<file path="src/rtl/distance_display_mux.sv">
// distance_display_mux
//   Captures a binary distance on a load strobe and converts it to BCD with
//   a sequential double-dabble engine. Multiplexes NUM_DIGITS common-anode
//   seven-segment digits. Also drives a near-object alarm LED and a servo
//   gate command with hysteresis.
//
// Ports:
//   clk      in   system clock
//   rst      in   asynchronous active-high reset
//   distance in   [IN_WIDTH-1:0] binary distance in cm, unsigned
//   load     in   one-cycle strobe: sample distance, start conversion
//   sseg     out  [0:6] segments a..g, active-low
//   anodos   out  [NUM_DIGITS-1:0] digit selects, active-low, bit 0 = units
//   busy     out  high while a conversion is in progress
//   led      out  high while latched distance < ALARM_CM
//   outservo out  servo command, 1 = open, 0 = closed
//
// Optional feature macro: LEADING_ZERO_BLANK_EN
//   When defined, digits above the most significant nonzero digit are blanked.
//   Digit 0 and the overflow dash are never blanked.
module distance_display_mux #(
    parameter int NUM_DIGITS  = 6,
    parameter int IN_WIDTH    = 20,
    parameter int REFRESH_DIV = 50000,
    parameter int ALARM_CM    = 100,
    parameter int CLOSE_CM    = 10,
    parameter int OPEN_CM     = 12
) (
    input  logic                  clk,
    input  logic                  rst,
    input  logic [IN_WIDTH-1:0]   distance,
    input  logic                  load,
    output logic [0:6]            sseg,
    output logic [NUM_DIGITS-1:0] anodos,
    output logic                  busy,
    output logic                  led,
    output logic                  outservo
);

    localparam int BCD_W = 4 * NUM_DIGITS;
    localparam int CNT_W = $clog2(IN_WIDTH + 1);
    localparam int PRE_W = $clog2(REFRESH_DIV);
    localparam int IDX_W = $clog2(NUM_DIGITS);

    typedef enum logic [1:0] {
        ST_IDLE  = 2'd0,
        ST_SHIFT = 2'd1,
        ST_LATCH = 2'd2
    } state_t;

    state_t                state_r;
    logic [IN_WIDTH-1:0]   bin_r;
    logic [IN_WIDTH-1:0]   val_r;
    logic [BCD_W-1:0]      bcd_r;
    logic                  ovf_r;
    logic [CNT_W-1:0]      cnt_r;
    logic [BCD_W-1:0]      disp_r;
    logic [PRE_W-1:0]      pre_r;
    logic [IDX_W-1:0]      idx_r;

    logic [BCD_W-1:0]      bcd_adj_s;
    logic [BCD_W:0]        shifted_s;
    logic [31:0]           val_ext_s;
    logic [NUM_DIGITS-1:0] blank_s;
    logic [3:0]            cur_nib_s;
    logic                  cur_blank_s;

    // Seven-segment decoder; 4'hF is the internal dash code, anything else unused is blank
    function automatic logic [0:6] seg_decode(input logic [3:0] nib);
        logic [0:6] s;
        case (nib)
            4'd0:    s = 7'b0000001;
            4'd1:    s = 7'b1001111;
            4'd2:    s = 7'b0010010;
            4'd3:    s = 7'b0000110;
            4'd4:    s = 7'b1001100;
            4'd5:    s = 7'b0100100;
            4'd6:    s = 7'b0100000;
            4'd7:    s = 7'b0001111;
            4'd8:    s = 7'b0000000;
            4'd9:    s = 7'b0000100;
            4'hF:    s = 7'b1111110;
            default: s = 7'b1111111;
        endcase
        return s;
    endfunction

    // Double-dabble correction: add 3 to every nibble that is 5 or more
    always_comb begin
        bcd_adj_s = bcd_r;
        for (int i = 0; i < NUM_DIGITS; i++) begin
            if (bcd_r[4*i +: 4] >= 4'd5) begin
                bcd_adj_s[4*i +: 4] = bcd_r[4*i +: 4] + 4'd3;
            end else begin
                bcd_adj_s[4*i +: 4] = bcd_r[4*i +: 4];
            end
        end
    end

    // Bit BCD_W of the shifted word leaves the accumulator: a carry into a
    // digit we do not have, i.e. the value is 10^NUM_DIGITS or more.
    assign shifted_s = {bcd_adj_s, bin_r[IN_WIDTH-1]};
    assign val_ext_s = 32'(val_r);

    // Conversion FSM with registered busy, display register, led and servo
    always_ff @(posedge clk or posedge rst) begin
        if (rst) begin
            state_r  <= ST_IDLE;
            bin_r    <= '0;
            val_r    <= '0;
            bcd_r    <= '0;
            ovf_r    <= 1'b0;
            cnt_r    <= '0;
            disp_r   <= '0;
            busy     <= 1'b0;
            led      <= 1'b0;
            outservo <= 1'b1;
        end else begin
            case (state_r)
                ST_IDLE: begin
                    if (load) begin
                        bin_r   <= distance;
                        val_r   <= distance;
                        bcd_r   <= '0;
                        ovf_r   <= 1'b0;
                        cnt_r   <= '0;
                        busy    <= 1'b1;
                        state_r <= ST_SHIFT;
                    end
                end
                ST_SHIFT: begin
                    bcd_r <= shifted_s[BCD_W-1:0];
                    ovf_r <= ovf_r | shifted_s[BCD_W];
                    bin_r <= bin_r << 1;
                    cnt_r <= cnt_r + CNT_W'(1);
                    if (cnt_r == CNT_W'(IN_WIDTH - 1)) begin
                        state_r <= ST_LATCH;
                    end
                end
                ST_LATCH: begin
                    if (ovf_r) begin
                        disp_r <= {NUM_DIGITS{4'hF}};
                    end else begin
                        disp_r <= bcd_r;
                    end
                    led <= ~ovf_r & (val_ext_s < 32'(ALARM_CM));
                    // Between CLOSE_CM and OPEN_CM the servo keeps its state
                    if (~ovf_r && (val_ext_s < 32'(CLOSE_CM))) begin
                        outservo <= 1'b0;
                    end else if (ovf_r || (val_ext_s >= 32'(OPEN_CM))) begin
                        outservo <= 1'b1;
                    end
                    busy    <= 1'b0;
                    state_r <= ST_IDLE;
                end
                default: begin
                    busy    <= 1'b0;
                    state_r <= ST_IDLE;
                end
            endcase
        end
    end

    // Leading-zero blank mask: digit i blanks when it and all digits above are zero
    always_comb begin
        blank_s = '0;
`ifdef LEADING_ZERO_BLANK_EN
        begin
            logic hi_zero;
            hi_zero = 1'b1;
            for (int i = NUM_DIGITS - 1; i >= 1; i--) begin
                hi_zero    = hi_zero & (disp_r[4*i +: 4] == 4'd0);
                blank_s[i] = hi_zero;
            end
        end
`else
        blank_s = '0;
`endif
    end

    // Select the nibble and blank flag of the currently scanned digit
    always_comb begin
        cur_nib_s   = 4'd0;
        cur_blank_s = 1'b0;
        for (int i = 0; i < NUM_DIGITS; i++) begin
            if (idx_r == IDX_W'(i)) begin
                cur_nib_s   = disp_r[4*i +: 4];
                cur_blank_s = blank_s[i];
            end else begin
                cur_nib_s   = cur_nib_s;
                cur_blank_s = cur_blank_s;
            end
        end
    end

    // Free-running refresh prescaler and scan index
    always_ff @(posedge clk or posedge rst) begin
        if (rst) begin
            pre_r <= '0;
            idx_r <= '0;
        end else begin
            if (pre_r == PRE_W'(REFRESH_DIV - 1)) begin
                pre_r <= '0;
                if (idx_r == IDX_W'(NUM_DIGITS - 1)) begin
                    idx_r <= '0;
                end else begin
                    idx_r <= idx_r + IDX_W'(1);
                end
            end else begin
                pre_r <= pre_r + PRE_W'(1);
            end
        end
    end

    // Select and segments registered together so they always change on the same edge
    always_ff @(posedge clk or posedge rst) begin
        if (rst) begin
            anodos <= {{(NUM_DIGITS-1){1'b1}}, 1'b0};
            sseg   <= 7'b0000001;
        end else begin
            anodos <= ~(NUM_DIGITS'(1) << idx_r);
            if (cur_blank_s) begin
                sseg <= 7'b1111111;
            end else begin
                sseg <= seg_decode(cur_nib_s);
            end
        end
    end

endmodule

</file>
<file path="config.mk">
export PLATFORM = sky130hd
export DESIGN_NAME = distance_display_mux
export DESIGN_NICKNAME = d
export VERILOG_FILES = /design/src/rtl/distance_display_mux.sv
export SDC_FILE = /design/constraint.sdc
export NUM_CORES = 1
export LEC_CHECK = 0
export CELL_PAD_IN_SITES_DETAIL_PLACEMENT = 0
export CELL_PAD_IN_SITES_GLOBAL_PLACEMENT = 2
export CORE_UTILIZATION = 38
export DETAILED_ROUTE_END_ITERATION = 12
export PLACE_DENSITY = 0.89
export SLEW_MARGIN = 20
export SYNTH_ARGS = -nofsm -noshare
export SYNTH_HDL_FRONTEND = slang
export SYNTH_SLANG_ARGS = --single-unit
</file>
<file path="constraint.sdc">
create_clock -name clk -period 5.5 [get_ports clk]
set_clock_uncertainty 0.15 [all_clocks]
set_input_delay 1.1 -clock clk [delete_from_list [all_inputs] [get_ports clk]]
set_output_delay 1.1 -clock clk [all_outputs]
set_load 0.005 [all_outputs]
</file>
# Word level (Yosys, flattened, before mapping)
# Memory sizes are Yosys's and may differ from the RTL's. A register that Yosys moved wholly into a read port is not among the register bits.
# Cells that the tools add are included.
[word_totals]
memories = 1
regBits = 124
rom_bits = 112
in_bits = 23
[memory_table]
columns = ["name", "depth", "word_bits", "rd", "rd_clocked_by_memory_dff", "write_ports", "line_no", "text"]
rows = [
  ["(no name shown)", 16, 7, 1, 1, 0, "71", "case (nib)"],
]
[op_classes]
n_reduce_logical = 11
eq_ne = 11
n_lt_le_gt_ge = 9
shift = 1
bitwise_logic = 5
add_sub_neg = 9
muxes = 30
[op_table]
columns = ["op", "n"]
rows = [
  ["two-way mux 24 bit", 2],
  ["two-way mux 4 bit", 12],
  ["case mux 24 bit (2 select lines)", 1],
  ["case mux 20 bit (2 select lines)", 1],
  ["adder 4 x 2 -> 4 bit (second input constant)", 6],
  ["greater-or-equal comparator 4 x 3 -> 1 bit (second input constant)", 6],
  ["greater-or-equal comparator 20 x 4 -> 1 bit (second input constant)", 1],
  ["< comparator 20 x 4 -> 1 bit (second input constant)", 1],
  ["< comparator 20 x 7 -> 1 bit (second input constant)", 1],
  ["two-way mux 20 bit", 1],
  ["adder 16 x 1 -> 16 bit (second input constant)", 1],
  ["equality test 16 bit (second input constant)", 1],
  ["two-way mux 16 bit", 1],
  ["case mux 5 bit (2 select lines)", 1],
  ["AND reduction 2 bit", 5],
  ["equality test 3 x 2 -> 1 bit (second input constant)", 2],
  ["equality test 3 bit (second input constant)", 2],
  ["inverter 6 bit", 1],
  ["<< shifter 1 x 3 -> 6 bit (first input constant)", 1],
  ["adder 5 x 1 -> 5 bit (second input constant)", 1],
  ["equality test 5 bit (second input constant)", 1],
  ["two-way mux 5 bit", 1],
  ["two-way mux 1 bit", 4],
  ["two-way mux 2 bit", 2],
  ["other kinds (16)", 20],
]

# Depth between registers and ports, before layout
# Gate-level depths: netlist of the first run.
[logic_depth]
depth_word = 7
ltp_mapped = 13
mapped_depth_nobuf = 11

# Worst setup path before layout of the first run
# No wires, ideal clock.
[synth_path]
path_kind = "flip-flop to flip-flop"
from = "reg idx_r[0]"
to = "reg sseg[5] (netlist name)"
required_time_ns = 5.221
stages_incl_launch_ff = 13
setup_time_ns = 0.129
path_slack_ns = 2.793
t_arrival_ns = 2.427
cell_sequence = "dfrtp_1 > buf_6 > buf_6 > and2_1 > ha_1 > or2_2 > a21oi_1 > a221o_1 > a32oi_1 > inv_1 > ha_1 > and3b_1 > a211oi_2"
[synth_between]
elab_chain_cells = 7
elab_cells_between_ends = 12
classes_between = "eq/ne: 5; mux: 6; reduce/logical: 1"
[synth_rtl]
columns = ["element", "line_no", "text"]
rows = [
  ["start, declared", "59", "logic [IDX_W-1:0] idx_r;"],
  ["start signal, assigned", "207", "idx_r <= idx_r + IDX_W'(1);"],
  ["zero test 3 bit", "186", "if (idx_r == IDX_W'(i)) begin"],
  ["two-way mux 4 bit (5 in a row)", "186", ""],
  ["two-way mux 4 bit *", "186", ""],
  ["end, declared", "33", "output logic [0:6] sseg,"],
]
# Every way passes the cells marked *; elsewhere a longest branch is shown, timed or not.
# A chain may end at the register's enable or synchronous reset.

# Worst setup path after layout of the first run
# Ends and elaborated chain as after synthesis.

==> results of run 1 <==
-- worst max path at each step --
stage | from | to | cells after the start
final | idx_r[0] | sseg[5] | 10
after floorplan | rst | anodos[0] | 1
after CTS | idx_r[0] | sseg[5] | 10
after global routing | idx_r[0] | sseg[5] | 10
after global placement | idx_r[0] | sseg[5] | 10
after detailed placement | idx_r[0] | sseg[5] | 10
-- cell type report --
| cell class | instances | area [µm²] |
|---|---|---|
| multi-input combinational | 440 | 2653 |
| sequential | 130 | 3262 |
| fill | 1509 | 8482 |
| inverter | 26 | 102.6 |
| clock inverter | 9 | 150.1 |
| tap | 216 | 270.3 |
| timing repair buffer | 48 | 467.9 |
| clock buffer | 23 | 498.0 |
-- synth_stat cells, types with 3 or more instances --
library cell and instances:
o32ai_1 4, mux2i_1 6, or2_2 4, dfstp_2 7
inv_1 26, nor2b_1 3, dfrtp_1 123, nand3b_1 5
nand2_1 116, a32o_1 6, and3_1 3, xnor2_1 15
xor2_1 11, nor2_1 50, a22oi_1 18, buf_2 3
a21oi_1 24, nand2b_1 11, ha_1 22, nor4_1 5
o22ai_1 8, nand3_1 12, nand4_1 4, o31ai_1 7
o21ai_0 62, clkbuf_1 26, nor3_1 10
-- per-stage QoR --
stage          std cells  hold slack (ps)  instance area, µm²  setup slack, ps  total power, W
2_1_floorplan        631            291.8                6165            792.2        0.002297
3_3_place_gp         860            311.3                6753             2422        0.002571
3_5_place_dp         860            315.0                6753             2314        0.002624
4_1_cts              892            329.6                7401             2305        0.003868
5_1_grt              892            343.5                7403             2022        0.004105
6_report             892            324.7                7403             2303        0.003826
-- cell families (layout without fill, tap and decap cells) --
family / count (synthesis) / in the layout / synth area share, %
AND/OR/NAND/NOR: 236 / 236 / 17.78
adder cells (fa/ha/maj): 22 / 22 / 4.465
AO/OA/AOI/OAI: 148 / 148 / 15.61
buffers and inverters: 61 / 106 / 4.140
flip-flops: 130 / 130 / 52.91
multiplexers: 8 / 8 / 1.400
XOR/XNOR: 26 / 26 / 3.694
-- per-layer routing --
metal | wire length (µm) | vias to the layer above
met5 | 0 | -
met3 | 503 | 11
met4 | 114 | 0
met1 | 5988 | 2205
li1 | - | 2242
met2 | 6153 | 79
-- report_power, final --
| part | total (W) | switching (W) | internal [W] | leakage (nW) |
|---|---|---|---|---|
| combinational | 0.00112 | 0.000636 | 0.000480 | 1.42 |
| sequential | 0.00149 | 0.000223 | 0.00126 | 1.54 |
| clock | 0.00122 | 0.000406 | 0.000816 | 0.315 |
-- sequential cells by signal (all words and copies together), names as in the netlist --
signal and count:
led 1, bin_r 20, outservo 1, sseg 7, ovf_r 1, busy 1, state_r 2, val_r 19
idx_r 3, anodos 6, cnt_r 5, pre_r 16, bcd_r 24, disp_r 24
-- critical path: cells and delay by family (launching register included) --
family                     cells  cell delay (ps)
AOI/OAI and AO/OA              4              910
adders and majority gates      2              510
buffers and inverters          1              180
DFF                            1              710
and+or+nand+nor                3              610
==> report_table.html, run 1 <==
<table>
<tr><th>Metric</th><th>Value</th></tr>
<tr><th colspan="2">Status</th></tr>
<tr><td>Result of the run</td><td>complete, no violations</td></tr>
<tr><th colspan="2">Setup path</th></tr>
<tr><td>Startpoint types</td><td>flip-flop</td></tr>
<tr><td>Delay of the slowest cell on the worst path</td><td>710 ps</td></tr>
<tr><td>Cell with the largest stage delay on the worst path</td><td>dfrtp_1</td></tr>
<tr><td>Crit path arrival time</td><td>3340 ps</td></tr>
<tr><td>R2r setup slk</td><td>2300 ps</td></tr>
<tr><td>Type of element capturing the critical path</td><td>flip-flop</td></tr>
<tr><td>Source of the worst register-to-register timing path</td><td>idx_r[0]</td></tr>
<tr><td>Biggest fanout along the worst timing path</td><td>19</td></tr>
<tr><td>R2r worst-path depth</td><td>10</td></tr>
<tr><td>Most frequent cell on the critical path</td><td>ha_1</td></tr>
<tr><td>Crit Path Category</td><td>reg -&gt; reg</td></tr>
<tr><td>Endpoint of the lowest-slack register-to-register path</td><td>sseg[5]</td></tr>
<tr><td>Critical-path cell list</td><td>and2_1 &gt; ha_1 &gt; or2_2 &gt; a21oi_1 &gt; a221o_1 &gt; a32oi_1 &gt; inv_1 &gt; ha_1 &gt; and3b_1 &gt; a211oi_2</td></tr>
<tr><td>CP required</td><td>5650 ps</td></tr>
<tr><th colspan="2">Timing</th></tr>
<tr><td>Transition at the pin with the smallest max-transition slack</td><td>991.9 ps</td></tr>
<tr><td>Final Hold Vio Count</td><td>0</td></tr>
<tr><td>Sum of negative setup slack</td><td>0 ps</td></tr>
<tr><td>Final cycle utilization of the critical path</td><td>58.13%</td></tr>
<tr><td>Max-slew violations</td><td>0</td></tr>
<tr><td>Post-layout min period</td><td>3197 ps</td></tr>
<tr><td>Setup repair after global routing missed its margin</td><td>false</td></tr>
<tr><td>Number of setup violations in the final report</td><td>0</td></tr>
<tr><td>Max transition margin</td><td>33.87%</td></tr>
<tr><td>Maximum achievable frequency</td><td>0.3128 GHz</td></tr>
<tr><th colspan="2">Drt</th></tr>
<tr><td>Number of design-rule violations left by the first detailed-router iteration</td><td>205</td></tr>
<tr><td>Final wirelength</td><td>12,760 µm</td></tr>
<tr><td>Count of antenna-violating nets left after detailed routing</td><td>0</td></tr>
<tr><td>Detailed-route via count</td><td>4,537</td></tr>
<tr><td>Avg Vias per Cell</td><td>5.086</td></tr>
<tr><td>1st-pass router iterations</td><td>5</td></tr>
<tr><td>DR WL/cell</td><td>14.30 µm</td></tr>
<tr><td>DRC violation count after routing</td><td>0</td></tr>
<tr><th colspan="2">Hold path</th></tr>
<tr><td>Type of the worst min-delay path</td><td>reg -&gt; reg</td></tr>
<tr><td>Hold path startpoint</td><td>val_r[10]</td></tr>
<tr><td>Endpoint of the worst hold-timing path</td><td>val_r[10]</td></tr>
<tr><td>Worst Hold Depth</td><td>2</td></tr>
<tr><th colspan="2">Die</th></tr>
<tr><td>Std cell rows</td><td>46</td></tr>
<tr><td>IO Count</td><td>39</td></tr>
<tr><td>Die Height</td><td>129.4 µm</td></tr>
<tr><td>Starting density of the core</td><td>38.81%</td></tr>
<tr><td>Die area</td><td>16,740 µm²</td></tr>
<tr><td>Core area</td><td>15,890 µm²</td></tr>
<tr><td>Die Wd</td><td>129.4 µm</td></tr>
<tr><th colspan="2">Logic synthesis</th></tr>
<tr><td>Dominant register cell in the synthesized netlist</td><td>dfrtp_1</td></tr>
<tr><td>Post-synthesis instance area</td><td>6165 µm²</td></tr>
<tr><td>Post-Syn Area per Cell</td><td>9.770 µm²</td></tr>
<tr><td>Number of synthesized flops with an enable pin</td><td>0</td></tr>
<tr><td>Library cells used by synthesis</td><td>57</td></tr>
<tr><td>Dominant cell type by area after synthesis</td><td>dfrtp_1</td></tr>
<tr><td>Area share of the largest cell type after synthesis</td><td>49.93%</td></tr>
<tr><td>Count of warnings emitted by yosys</td><td>0</td></tr>
<tr><td>Post-synthesis instance total</td><td>631</td></tr>
<tr><td>Cell types with the largest area share after synthesis</td><td>dfrtp_1, nand2_1, o21ai_0, ha_1, nor2_1</td></tr>
<tr><td>Share of flip-flops with an asynchronous set or reset</td><td>100.0%</td></tr>
<tr><td>Post-synthesis sequential element count</td><td>130</td></tr>
<tr><td>Portion of the post-synthesis area used by sequential elements</td><td>52.91%</td></tr>
<tr><td>Mapped Nets</td><td>676</td></tr>
<tr><th colspan="2">Global route</th></tr>
<tr><td>Initial antenna violation count</td><td>0</td></tr>
<tr><td>Most heavily used metal layer in global routing</td><td>met2</td></tr>
<tr><td>Wire length of the first global-routing pass</td><td>22,240 µm</td></tr>
<tr><td>Met1 routing resource usage after global routing</td><td>20.95%</td></tr>
<tr><td>Grt ovf</td><td>0</td></tr>
<tr><td>Vias in the first global route</td><td>4,671</td></tr>
<tr><td>Met3 global-route usage</td><td>4.913%</td></tr>
<tr><td>Maximum number of pins on one net before global-route repair</td><td>84</td></tr>
<tr><td>All-layer global routing usage</td><td>17.07%</td></tr>
<tr><td>GR Layer Usage met2</td><td>28.62%</td></tr>
<tr><th colspan="2">Finish</th></tr>
<tr><td>Commonest cells after routing, fill and taps aside</td><td>dfrtp_1, nand2_1, o21ai_0</td></tr>
<tr><td>Leading cell type in the layout, fill and taps excluded</td><td>dfrtp_1</td></tr>
<tr><td>Final core utilization</td><td>46.61%</td></tr>
<tr><td>Antenna diode count</td><td>0</td></tr>
<tr><td>Layout Area Growth over Synthesis</td><td>20.09%</td></tr>
<tr><td>Layout cells sized above 1</td><td>9.911%</td></tr>
<tr><td>Number of nets in the finished design</td><td>708</td></tr>
<tr><th colspan="2">Clock network</th></tr>
<tr><td>CTS tree</td><td>built</td></tr>
<tr><td>Cell at the root of the clock tree</td><td>clkbuf_16</td></tr>
<tr><td>Number of sinks handled by clock tree synthesis</td><td>130</td></tr>
<tr><td>Clk_lat worst skew</td><td>430 ps</td></tr>
<tr><td>Post-CTS setup buffer count</td><td>0</td></tr>
<tr><td>Number of buffers inserted for hold repair after clock tree synthesis</td><td>0</td></tr>
<tr><td>Post-cts repair resize count</td><td>0</td></tr>
<tr><td>CTS clock-pin slew for the worst setup and hold paths</td><td>60 ps</td></tr>
<tr><td>Number of buffers on the longest clock path</td><td>2</td></tr>
<tr><td>H-tree depth reported by CTS</td><td>4</td></tr>
<tr><td>Number of clock buffers inserted by TritonCTS</td><td>17</td></tr>
<tr><th colspan="2">Place</th></tr>
<tr><td>Half-perimeter wire length after placement</td><td>8389 µm</td></tr>
<tr><td>Final estimated routing congestion in global placement</td><td>0.8017</td></tr>
<tr><td>Count of buffers from port buffering</td><td>38</td></tr>
<tr><th colspan="2">Power</th></tr>
<tr><td>Pleak</td><td>3.269 nW</td></tr>
<tr><td>Worst ir drop on vdd</td><td>0.2395 mV</td></tr>
<tr><td>Pwr/cell area</td><td>516.8 nW/µm²</td></tr>
<tr><th colspan="2">Job</th></tr>
<tr><td>Max-cap violations</td><td>0</td></tr>
</table>
Power figures use the tool's default switching activity.
==> run 2, diff against run 1 <==
Settings changed: CORE_UTILIZATION 38 to 34, PLACE_DENSITY 0.89 to 0.85.
Clock period 5.5 ns to 2.55 ns, I/O delays scaled along.
==> run 2 against run 1 <==
Against the previous run:
- non-clock buffer count is 15 higher
- sequential share of layout area down 0.75 points
- global-route usage is 1.4 points lower
- final cell count increased by 2.7%
- register-to-register slack worse by 2100 ps
- worst hold slack gained 2.5 ps
- wire length up 3.4%
- clock power increased by 97%
- worst setup slack worse by 2100 ps
- highest routed layer unchanged
- power grew 110%
- critical endpoint unchanged
- via count is 2.4% higher
- largest cell class unchanged
- critical path type unchanged
==> report_table.html, run 2 (synthesis results as in run 1) <==
<table>
<tr><th>Metric</th><th>Value</th></tr>
<tr><th colspan="2">Finish</th></tr>
<tr><td>Layout Area Growth over Synthesis</td><td>22.18% (was 20.09%)</td></tr>
<tr><td>Largest registers</td><td>bcd_r x24, disp_r x24, bin_r x20 (unchanged)</td></tr>
<tr><td>Commonest cells after routing, fill and taps aside</td><td>dfrtp_1, nand2_1, o21ai_0 (unchanged)</td></tr>
<tr><td>Leading cell type in the layout, fill and taps excluded</td><td>dfrtp_1 (unchanged)</td></tr>
<tr><td>Antenna diode count</td><td>0 (unchanged)</td></tr>
<tr><td>Number of nets in the finished design</td><td>723 (was 708)</td></tr>
<tr><td>Layout cells sized above 1</td><td>12.30% (was 9.911%)</td></tr>
<tr><th colspan="2">Hold path</th></tr>
<tr><td>Hold path startpoint</td><td>val_r[14] (was val_r[10])</td></tr>
<tr><td>Type of the worst min-delay path</td><td>reg -&gt; reg (unchanged)</td></tr>
<tr><th colspan="2">Setup path</th></tr>
<tr><td>Type of element capturing the critical path</td><td>flip-flop (unchanged)</td></tr>
<tr><td>CP required</td><td>2690 ps (was 5650 ps)</td></tr>
<tr><td>Crit Path Category</td><td>reg -&gt; reg (unchanged)</td></tr>
<tr><td>Setup crit start</td><td>idx_r[2] (was idx_r[0])</td></tr>
<tr><td>Startpoint types</td><td>flip-flop (unchanged)</td></tr>
<tr><td>Source of the worst register-to-register timing path</td><td>idx_r[2] (was idx_r[0])</td></tr>
<tr><td>Biggest fanout along the worst timing path</td><td>6 (was 19)</td></tr>
<tr><td>Crit path arrival time</td><td>2530 ps (was 3340 ps)</td></tr>
<tr><th colspan="2">Clock network</th></tr>
<tr><td>CTS clock-pin slew for the worst setup and hold paths</td><td>50 ps (was 60 ps)</td></tr>
<tr><td>CTS tree</td><td>built (unchanged)</td></tr>
<tr><td>Number of clock buffers inserted by TritonCTS</td><td>17 (unchanged)</td></tr>
<tr><td>Number of buffers on the longest clock path</td><td>2 (unchanged)</td></tr>
<tr><td>H-tree depth reported by CTS</td><td>4 (unchanged)</td></tr>
<tr><td>Number of sinks handled by clock tree synthesis</td><td>130 (unchanged)</td></tr>
<tr><td>Clk_lat worst skew</td><td>420 ps (was 430 ps)</td></tr>
<tr><td>Cell at the root of the clock tree</td><td>clkbuf_16 (unchanged)</td></tr>
<tr><th colspan="2">Timing</th></tr>
<tr><td>Final cycle utilization of the critical path</td><td>93.70% (was 58.13%)</td></tr>
<tr><td>Setup repair after global routing missed its margin</td><td>false (unchanged)</td></tr>
<tr><td>Transition at the pin with the smallest max-transition slack</td><td>689.7 ps (was 991.9 ps)</td></tr>
<tr><td>Final Hold Vio Count</td><td>0 (unchanged)</td></tr>
<tr><td>Post-layout min period</td><td>2389 ps (was 3197 ps)</td></tr>
<tr><td>Maximum achievable frequency</td><td>0.4185 GHz (was 0.3128 GHz)</td></tr>
<tr><td>Max transition margin</td><td>53.92% (was 33.87%)</td></tr>
<tr><td>Sum of negative setup slack</td><td>0 ps (unchanged)</td></tr>
<tr><td>Max-slew violations</td><td>0 (unchanged)</td></tr>
<tr><td>Number of setup violations in the final report</td><td>0 (unchanged)</td></tr>
<tr><th colspan="2">Power</th></tr>
<tr><td>Pwr/cell area</td><td>1073 nW/µm² (was 516.8 nW/µm²)</td></tr>
<tr><td>Total power of the final layout</td><td>0.008085 W (was 0.003826 W)</td></tr>
<tr><td>Worst ir drop on vdd</td><td>0.5582 mV (was 0.2395 mV)</td></tr>
<tr><td>Pleak</td><td>3.315 nW (was 3.269 nW)</td></tr>
<tr><th colspan="2">Die</th></tr>
<tr><td>Std cell rows</td><td>48 (was 46)</td></tr>
<tr><td>Die Wd</td><td>136.7 µm (was 129.4 µm)</td></tr>
<tr><td>Starting density of the core</td><td>35.27% (was 38.81%)</td></tr>
<tr><td>Die Height</td><td>136.7 µm (was 129.4 µm)</td></tr>
<tr><td>Die area</td><td>18,670 µm² (was 16,740 µm²)</td></tr>
<tr><td>IO Count</td><td>39 (unchanged)</td></tr>
<tr><td>Core area</td><td>17,480 µm² (was 15,890 µm²)</td></tr>
<tr><th colspan="2">Global route</th></tr>
<tr><td>Initial antenna violation count</td><td>0 (unchanged)</td></tr>
<tr><td>Wire length of the first global-routing pass</td><td>22,770 µm (was 22,240 µm)</td></tr>
<tr><td>Grt ovf</td><td>0 (unchanged)</td></tr>
<tr><td>Vias in the first global route</td><td>4,725 (was 4,671)</td></tr>
<tr><td>Maximum number of pins on one net before global-route repair</td><td>53 (was 84)</td></tr>
<tr><td>All-layer global routing usage</td><td>15.68% (was 17.07%)</td></tr>
<tr><th colspan="2">Drt</th></tr>
<tr><td>Avg Vias per Cell</td><td>5.070 (was 5.086)</td></tr>
<tr><td>DRC violation count after routing</td><td>0 (unchanged)</td></tr>
<tr><td>1st-pass router iterations</td><td>4 (was 5)</td></tr>
<tr><td>Final wirelength</td><td>13,200 µm (was 12,760 µm)</td></tr>
<tr><td>Detailed-route via count</td><td>4,644 (was 4,537)</td></tr>
<tr><td>DR WL/cell</td><td>14.41 µm (was 14.30 µm)</td></tr>
<tr><td>Number of design-rule violations left by the first detailed-router iteration</td><td>240 (was 205)</td></tr>
<tr><td>Count of antenna-violating nets left after detailed routing</td><td>0 (unchanged)</td></tr>
<tr><th colspan="2">Place</th></tr>
<tr><td>Count of buffers from port buffering</td><td>38 (unchanged)</td></tr>
<tr><td>Final estimated routing congestion in global placement</td><td>0.8189 (was 0.8017)</td></tr>
<tr><td>Half-perimeter wire length after placement</td><td>9317 µm (was 8389 µm)</td></tr>
<tr><th colspan="2">Status</th></tr>
<tr><td>Result of the run</td><td>complete, no violations (unchanged)</td></tr>
<tr><th colspan="2">Job</th></tr>
<tr><td>Max-cap violations</td><td>0 (unchanged)</td></tr>
</table>
[run 2: cell types whose count changed in the layout (fill, tap and decap cells not counted), sizes merged]
cell      before  now
clkbuf        23   20
inv           26   25
bufinv         4    2
clkinvlp       2    6
clkinv         3    5
buf           10   25
[run 2: layout make-up]
cell class | count | area (µm²)
clock inverter | 12 | 133.9
fill | 1653 | 9945
multi-input combinational | 440 | 2679
sequential | 130 | 3262
inverter | 26 | 101.3
tap | 225 | 281.5
timing repair buffer | 63 | 618.1
clock buffer | 20 | 456.7
[run 2: stage by stage]
stage                     cells  worst slack [ps]  hold slack [ps]  cell area (µm²)  utilization (%)
after global placement      884             235.8            309.5             6935            39.68
final                       916             160.7            327.1             7532            43.10
after global routing        916             29.17            349.6             7532            43.10
after CTS                   916             123.2            328.0             7526            43.06
after detailed placement    884             131.9            313.5             6935            39.68
after floorplan             631             15.57            291.8             6188                -
[run 2: report_power, final]
group	internal (W)	switching, W
clock	0.00149	0.000910
sequential	0.00273	0.000494
combinational	0.00109	0.00138
[run 2: critical path, stage by stage (launching register included)]
cell      delay (ps)
dfrtp_1          410
inv_1            160
ha_4             200
or2_2            140
a21oi_1           50
a221o_1          340
a32oi_2          220
inv_1            110
ha_1             220
and3b_1          220
a211oi_2          50
[run 2: final timing paths]
check                        endpoint  slack [ps]  depth (start not counted)
min                         val_r[14]         330                          2
min in group asynchronous  disp_r[12]         410                          2
max                           sseg[5]         160                         10
max in group asynchronous     sseg[6]        1220                          3
max reg2reg                   sseg[5]         160                         10
min reg2reg                 val_r[14]         330                          2
[run 2: repair_timing]
item                       CTS  global route
setup endpoints to repair    0             1
hold endpoints to repair     0             0
resized for setup            0             1
buffers inserted             0             0
hold buffers                 0             0
[run 2: layer usage]
layer  share of wire [%]  vias to the layer above  GRT usage [%]  routed length, µm
met5                   0                        -              0                  0
met4                 1.3                        0          6.728                173
met3                 3.0                       12          3.148                392
met2                  49                       77          26.45               6415
met1                  47                     2288          19.43               6218
li1                    -                     2267              -                  -
==> run 3, diff against run 2 <==
Settings changed: MAX_ROUTING_LAYER set to met4.
==> run 3 against run 2 <==
Against the previous run:
- critical path depth unchanged
- critical endpoint unchanged
- global-route usage increased by 0.48 points
- worst hold slack about the same
- critical path type unchanged
- clock-buffer cell count unchanged
- final cell count unchanged
- largest cell class unchanged
- power about the same
- worst setup slack lost 2.5 ps
- sequential power about the same
==> report_table.html, run 3 (synthesis results as in run 1) <==
<table>
<tr><th>Metric</th><th>Value</th></tr>
<tr><th colspan="2">Status</th></tr>
<tr><td>Result of the run</td><td>complete, no violations (unchanged)</td></tr>
<tr><th colspan="2">Setup path</th></tr>
<tr><td>Critical-path cell list</td><td>inv_1 &gt; ha_4 &gt; or2_2 &gt; a21oi_1 &gt; a221o_1 &gt; a32oi_2 &gt; inv_1 &gt; ha_1 &gt; and3b_1 &gt; a211oi_2 (unchanged)</td></tr>
<tr><td>R2r worst-path depth</td><td>10 (unchanged)</td></tr>
<tr><td>Endpoint of the lowest-slack register-to-register path</td><td>sseg[5] (unchanged)</td></tr>
<tr><td>Top cell family by delay on the critical path</td><td>compound AO/OA/AOI/OAI gates (unchanged)</td></tr>
<tr><td>Cell depth of the worst setup path</td><td>10 (unchanged)</td></tr>
<tr><td>Critical Path End</td><td>sseg[5] (unchanged)</td></tr>
<tr><td>Biggest fanout along the worst timing path</td><td>6 (unchanged)</td></tr>
<tr><td>Crit Path Category</td><td>reg -&gt; reg (unchanged)</td></tr>
<tr><td>Buffer and inverter count on the worst path</td><td>2 (unchanged)</td></tr>
<tr><td>R2r setup slk</td><td>160 ps (about the same)</td></tr>
<tr><td>Crit path arrival time</td><td>2530 ps (about the same)</td></tr>
<tr><td>Most frequent cell on the critical path</td><td>inv_1 (unchanged)</td></tr>
<tr><td>Startpoint types</td><td>flip-flop (unchanged)</td></tr>
<tr><td>Type of element capturing the critical path</td><td>flip-flop (unchanged)</td></tr>
<tr><td>Source of the worst register-to-register timing path</td><td>idx_r[2] (unchanged)</td></tr>
<tr><td>Setup crit start</td><td>idx_r[2] (unchanged)</td></tr>
<tr><td>CP required</td><td>2690 ps (about the same)</td></tr>
<tr><td>Cell with the largest stage delay on the worst path</td><td>dfrtp_1 (unchanged)</td></tr>
<tr><td>Delay of the slowest cell on the worst path</td><td>420 ps (was 410 ps)</td></tr>
<tr><th colspan="2">Drt</th></tr>
<tr><td>Detailed-route via count</td><td>4,653 (was 4,644)</td></tr>
<tr><td>Count of antenna-violating nets left after detailed routing</td><td>0 (unchanged)</td></tr>
<tr><td>Final wirelength</td><td>13,170 µm (was 13,200 µm)</td></tr>
<tr><td>Number of design-rule violations left by the first detailed-router iteration</td><td>236 (was 240)</td></tr>
<tr><td>Avg Vias per Cell</td><td>5.080 (was 5.070)</td></tr>
<tr><td>DRC violation count after routing</td><td>0 (unchanged)</td></tr>
<tr><td>DR WL/cell</td><td>14.38 µm (was 14.41 µm)</td></tr>
<tr><td>1st-pass router iterations</td><td>6 (was 4)</td></tr>
<tr><th colspan="2">Timing</th></tr>
<tr><td>Setup repair after global routing missed its margin</td><td>false (unchanged)</td></tr>
<tr><td>Maximum achievable frequency</td><td>0.4181 GHz (was 0.4185 GHz)</td></tr>
<tr><td>Number of setup violations in the final report</td><td>0 (unchanged)</td></tr>
<tr><td>Transition at the pin with the smallest max-transition slack</td><td>685.7 ps (was 689.7 ps)</td></tr>
<tr><td>Post-layout min period</td><td>2392 ps (was 2389 ps)</td></tr>
<tr><td>Sum of negative setup slack</td><td>0 ps (unchanged)</td></tr>
<tr><td>Max transition margin</td><td>54.19% (was 53.92%)</td></tr>
<tr><td>Max-slew violations</td><td>0 (unchanged)</td></tr>
<tr><td>Final worst-path setup slack</td><td>158.2 ps (was 160.7 ps)</td></tr>
<tr><td>Final cycle utilization of the critical path</td><td>93.80% (was 93.70%)</td></tr>
<tr><td>Final Hold Vio Count</td><td>0 (unchanged)</td></tr>
<tr><th colspan="2">Finish</th></tr>
<tr><td>Final core utilization</td><td>43.10% (unchanged)</td></tr>
<tr><td>Commonest cells after routing, fill and taps aside</td><td>dfrtp_1, nand2_1, o21ai_0 (unchanged)</td></tr>
<tr><td>Final non-filler cell total</td><td>916 (unchanged)</td></tr>
<tr><td>Leading cell type in the layout, fill and taps excluded</td><td>dfrtp_1 (unchanged)</td></tr>
<tr><td>Largest registers</td><td>bcd_r x24, disp_r x24, bin_r x20 (unchanged)</td></tr>
<tr><td>Antenna diode count</td><td>0 (unchanged)</td></tr>
<tr><td>Number of nets in the finished design</td><td>723 (unchanged)</td></tr>
<tr><td>Layout cells sized above 1</td><td>12.30% (unchanged)</td></tr>
<tr><td>Layout Area Growth over Synthesis</td><td>22.18% (unchanged)</td></tr>
<tr><th colspan="2">Clock network</th></tr>
<tr><td>Cell at the root of the clock tree</td><td>clkbuf_16 (unchanged)</td></tr>
<tr><td>Clk_lat worst skew</td><td>420 ps (about the same)</td></tr>
<tr><td>Number of clock buffers inserted by TritonCTS</td><td>17 (unchanged)</td></tr>
<tr><td>H-tree depth reported by CTS</td><td>4 (unchanged)</td></tr>
<tr><td>Number of buffers inserted for hold repair after clock tree synthesis</td><td>0 (unchanged)</td></tr>
<tr><td>CTS clock-pin slew for the worst setup and hold paths</td><td>50 ps (about the same)</td></tr>
<tr><td>Number of buffers on the longest clock path</td><td>2 (unchanged)</td></tr>
<tr><td>CTS tree</td><td>built (unchanged)</td></tr>
<tr><td>Number of sinks handled by clock tree synthesis</td><td>130 (unchanged)</td></tr>
<tr><th colspan="2">Global route</th></tr>
<tr><td>Wire length of the first global-routing pass</td><td>22,780 µm (was 22,770 µm)</td></tr>
<tr><td>Maximum number of pins on one net before global-route repair</td><td>53 (unchanged)</td></tr>
<tr><td>Initial antenna violation count</td><td>0 (unchanged)</td></tr>
<tr><td>Vias in the first global route</td><td>4,724 (was 4,725)</td></tr>
<tr><td>Grt ovf</td><td>0 (unchanged)</td></tr>
<tr><td>All-layer global routing usage</td><td>16.16% (was 15.68%)</td></tr>
<tr><th colspan="2">Power</th></tr>
<tr><td>Pleak</td><td>3.315 nW (unchanged)</td></tr>
<tr><td>Worst ir drop on vdd</td><td>0.5570 mV (was 0.5582 mV)</td></tr>
<tr><td>Pwr/cell area</td><td>1073 nW/µm² (about the same)</td></tr>
<tr><th colspan="2">Die</th></tr>
<tr><td>Starting density of the core</td><td>35.27% (unchanged)</td></tr>
<tr><td>Std cell rows</td><td>48 (unchanged)</td></tr>
<tr><td>IO Count</td><td>39 (unchanged)</td></tr>
<tr><td>Die Wd</td><td>136.7 µm (unchanged)</td></tr>
<tr><td>Core area</td><td>17,480 µm² (unchanged)</td></tr>
<tr><td>Die Height</td><td>136.7 µm (unchanged)</td></tr>
<tr><td>Die area</td><td>18,670 µm² (unchanged)</td></tr>
<tr><th colspan="2">Hold path</th></tr>
<tr><td>Type of the worst min-delay path</td><td>reg -&gt; reg (unchanged)</td></tr>
<tr><th colspan="2">Place</th></tr>
<tr><td>Half-perimeter wire length after placement</td><td>9317 µm (unchanged)</td></tr>
<tr><td>Count of buffers from port buffering</td><td>38 (unchanged)</td></tr>
<tr><td>Placement-stage worst setup slack</td><td>131.9 ps (unchanged)</td></tr>
<tr><td>Number of instances in the placed design</td><td>884 (unchanged)</td></tr>
<tr><td>Final estimated routing congestion in global placement</td><td>0.8312 (was 0.8189)</td></tr>
<tr><th colspan="2">Job</th></tr>
<tr><td>Max-cap violations</td><td>0 (unchanged)</td></tr>
</table>
run 3: cell counts in the layout (fill, tap and decap cells not counted):
Identical to the previous run, type by type.
run 3: power breakdown:
part | switching [W] | internal, W | total [W] | leakage, nW
Sequential | 0.000493 | 0.00273 | 0.00322 | 1.54
Clock | 0.000911 | 0.00149 | 0.00240 | 0.274
Combinational | 0.00138 | 0.00109 | 0.00246 | 1.50
Total | 0.00278 | 0.00530 | 0.00808 | 3.31
run 3: worst register-to-register path: cells and delay by family (launching register included):
kind / cells / cell delay (ps)
adder cells (fa/ha/maj): 2 / 420
flip-flops: 1 / 420
AO/OA/AOI/OAI: 4 / 660
buffers and inverters: 2 / 280
AND/OR/NAND/NOR: 2 / 360
run 3: per-layer routing:
metal / track usage (%) / wire length [µm] / vias to the layer above
met4: 5.802 / 145 / 0
li1: - / - / 2269
met3: 3.593 / 405 / 12
met1: 19.53 / 6254 / 2289
met5: - / 0 / -
met2: 26.45 / 6366 / 83
run 3: cell type report:
type                    instances  area [µm²]
clock buffers                  20       456.7
clock inverters                12       133.9
fillers                      1653        9945
inverters                      26       101.3
multi-input cells             440        2679
flip-flops and latches        130        3262
well taps                     225       281.5
repair buffers                 63       618.1
run 3: worst min-delay path by stage:
stage	cells past startpoint	end	from	slack, ps
after floorplan	2	disp_r[17]	disp_r[17]	290
after global placement	2	val_r[9]	val_r[9]	310
after detailed placement	2	val_r[11]	val_r[11]	310
after CTS	2	val_r[11]	val_r[11]	330
after global routing	2	val_r[14]	val_r[14]	350
final	2	val_r[14]	val_r[14]	330
run 3: metrics by stage:
step | hold slack (ps) | instance area, µm² | total power (W)
floorplan | 291.8 | 6188 | 0.004960
detailed placement | 313.5 | 6935 | 0.005740
finish | 327.0 | 7532 | 0.008082
global placement | 309.5 | 6935 | 0.005622
global route | 349.6 | 7532 | 0.008701
CTS | 328.0 | 7526 | 0.008183
run 3: what timing repair did:
action	4_1_cts	5_1_grt
resized for setup	0	1
setup endpoints to repair	0	1
setup buffers	0	0
hold endpoints to repair	0	0
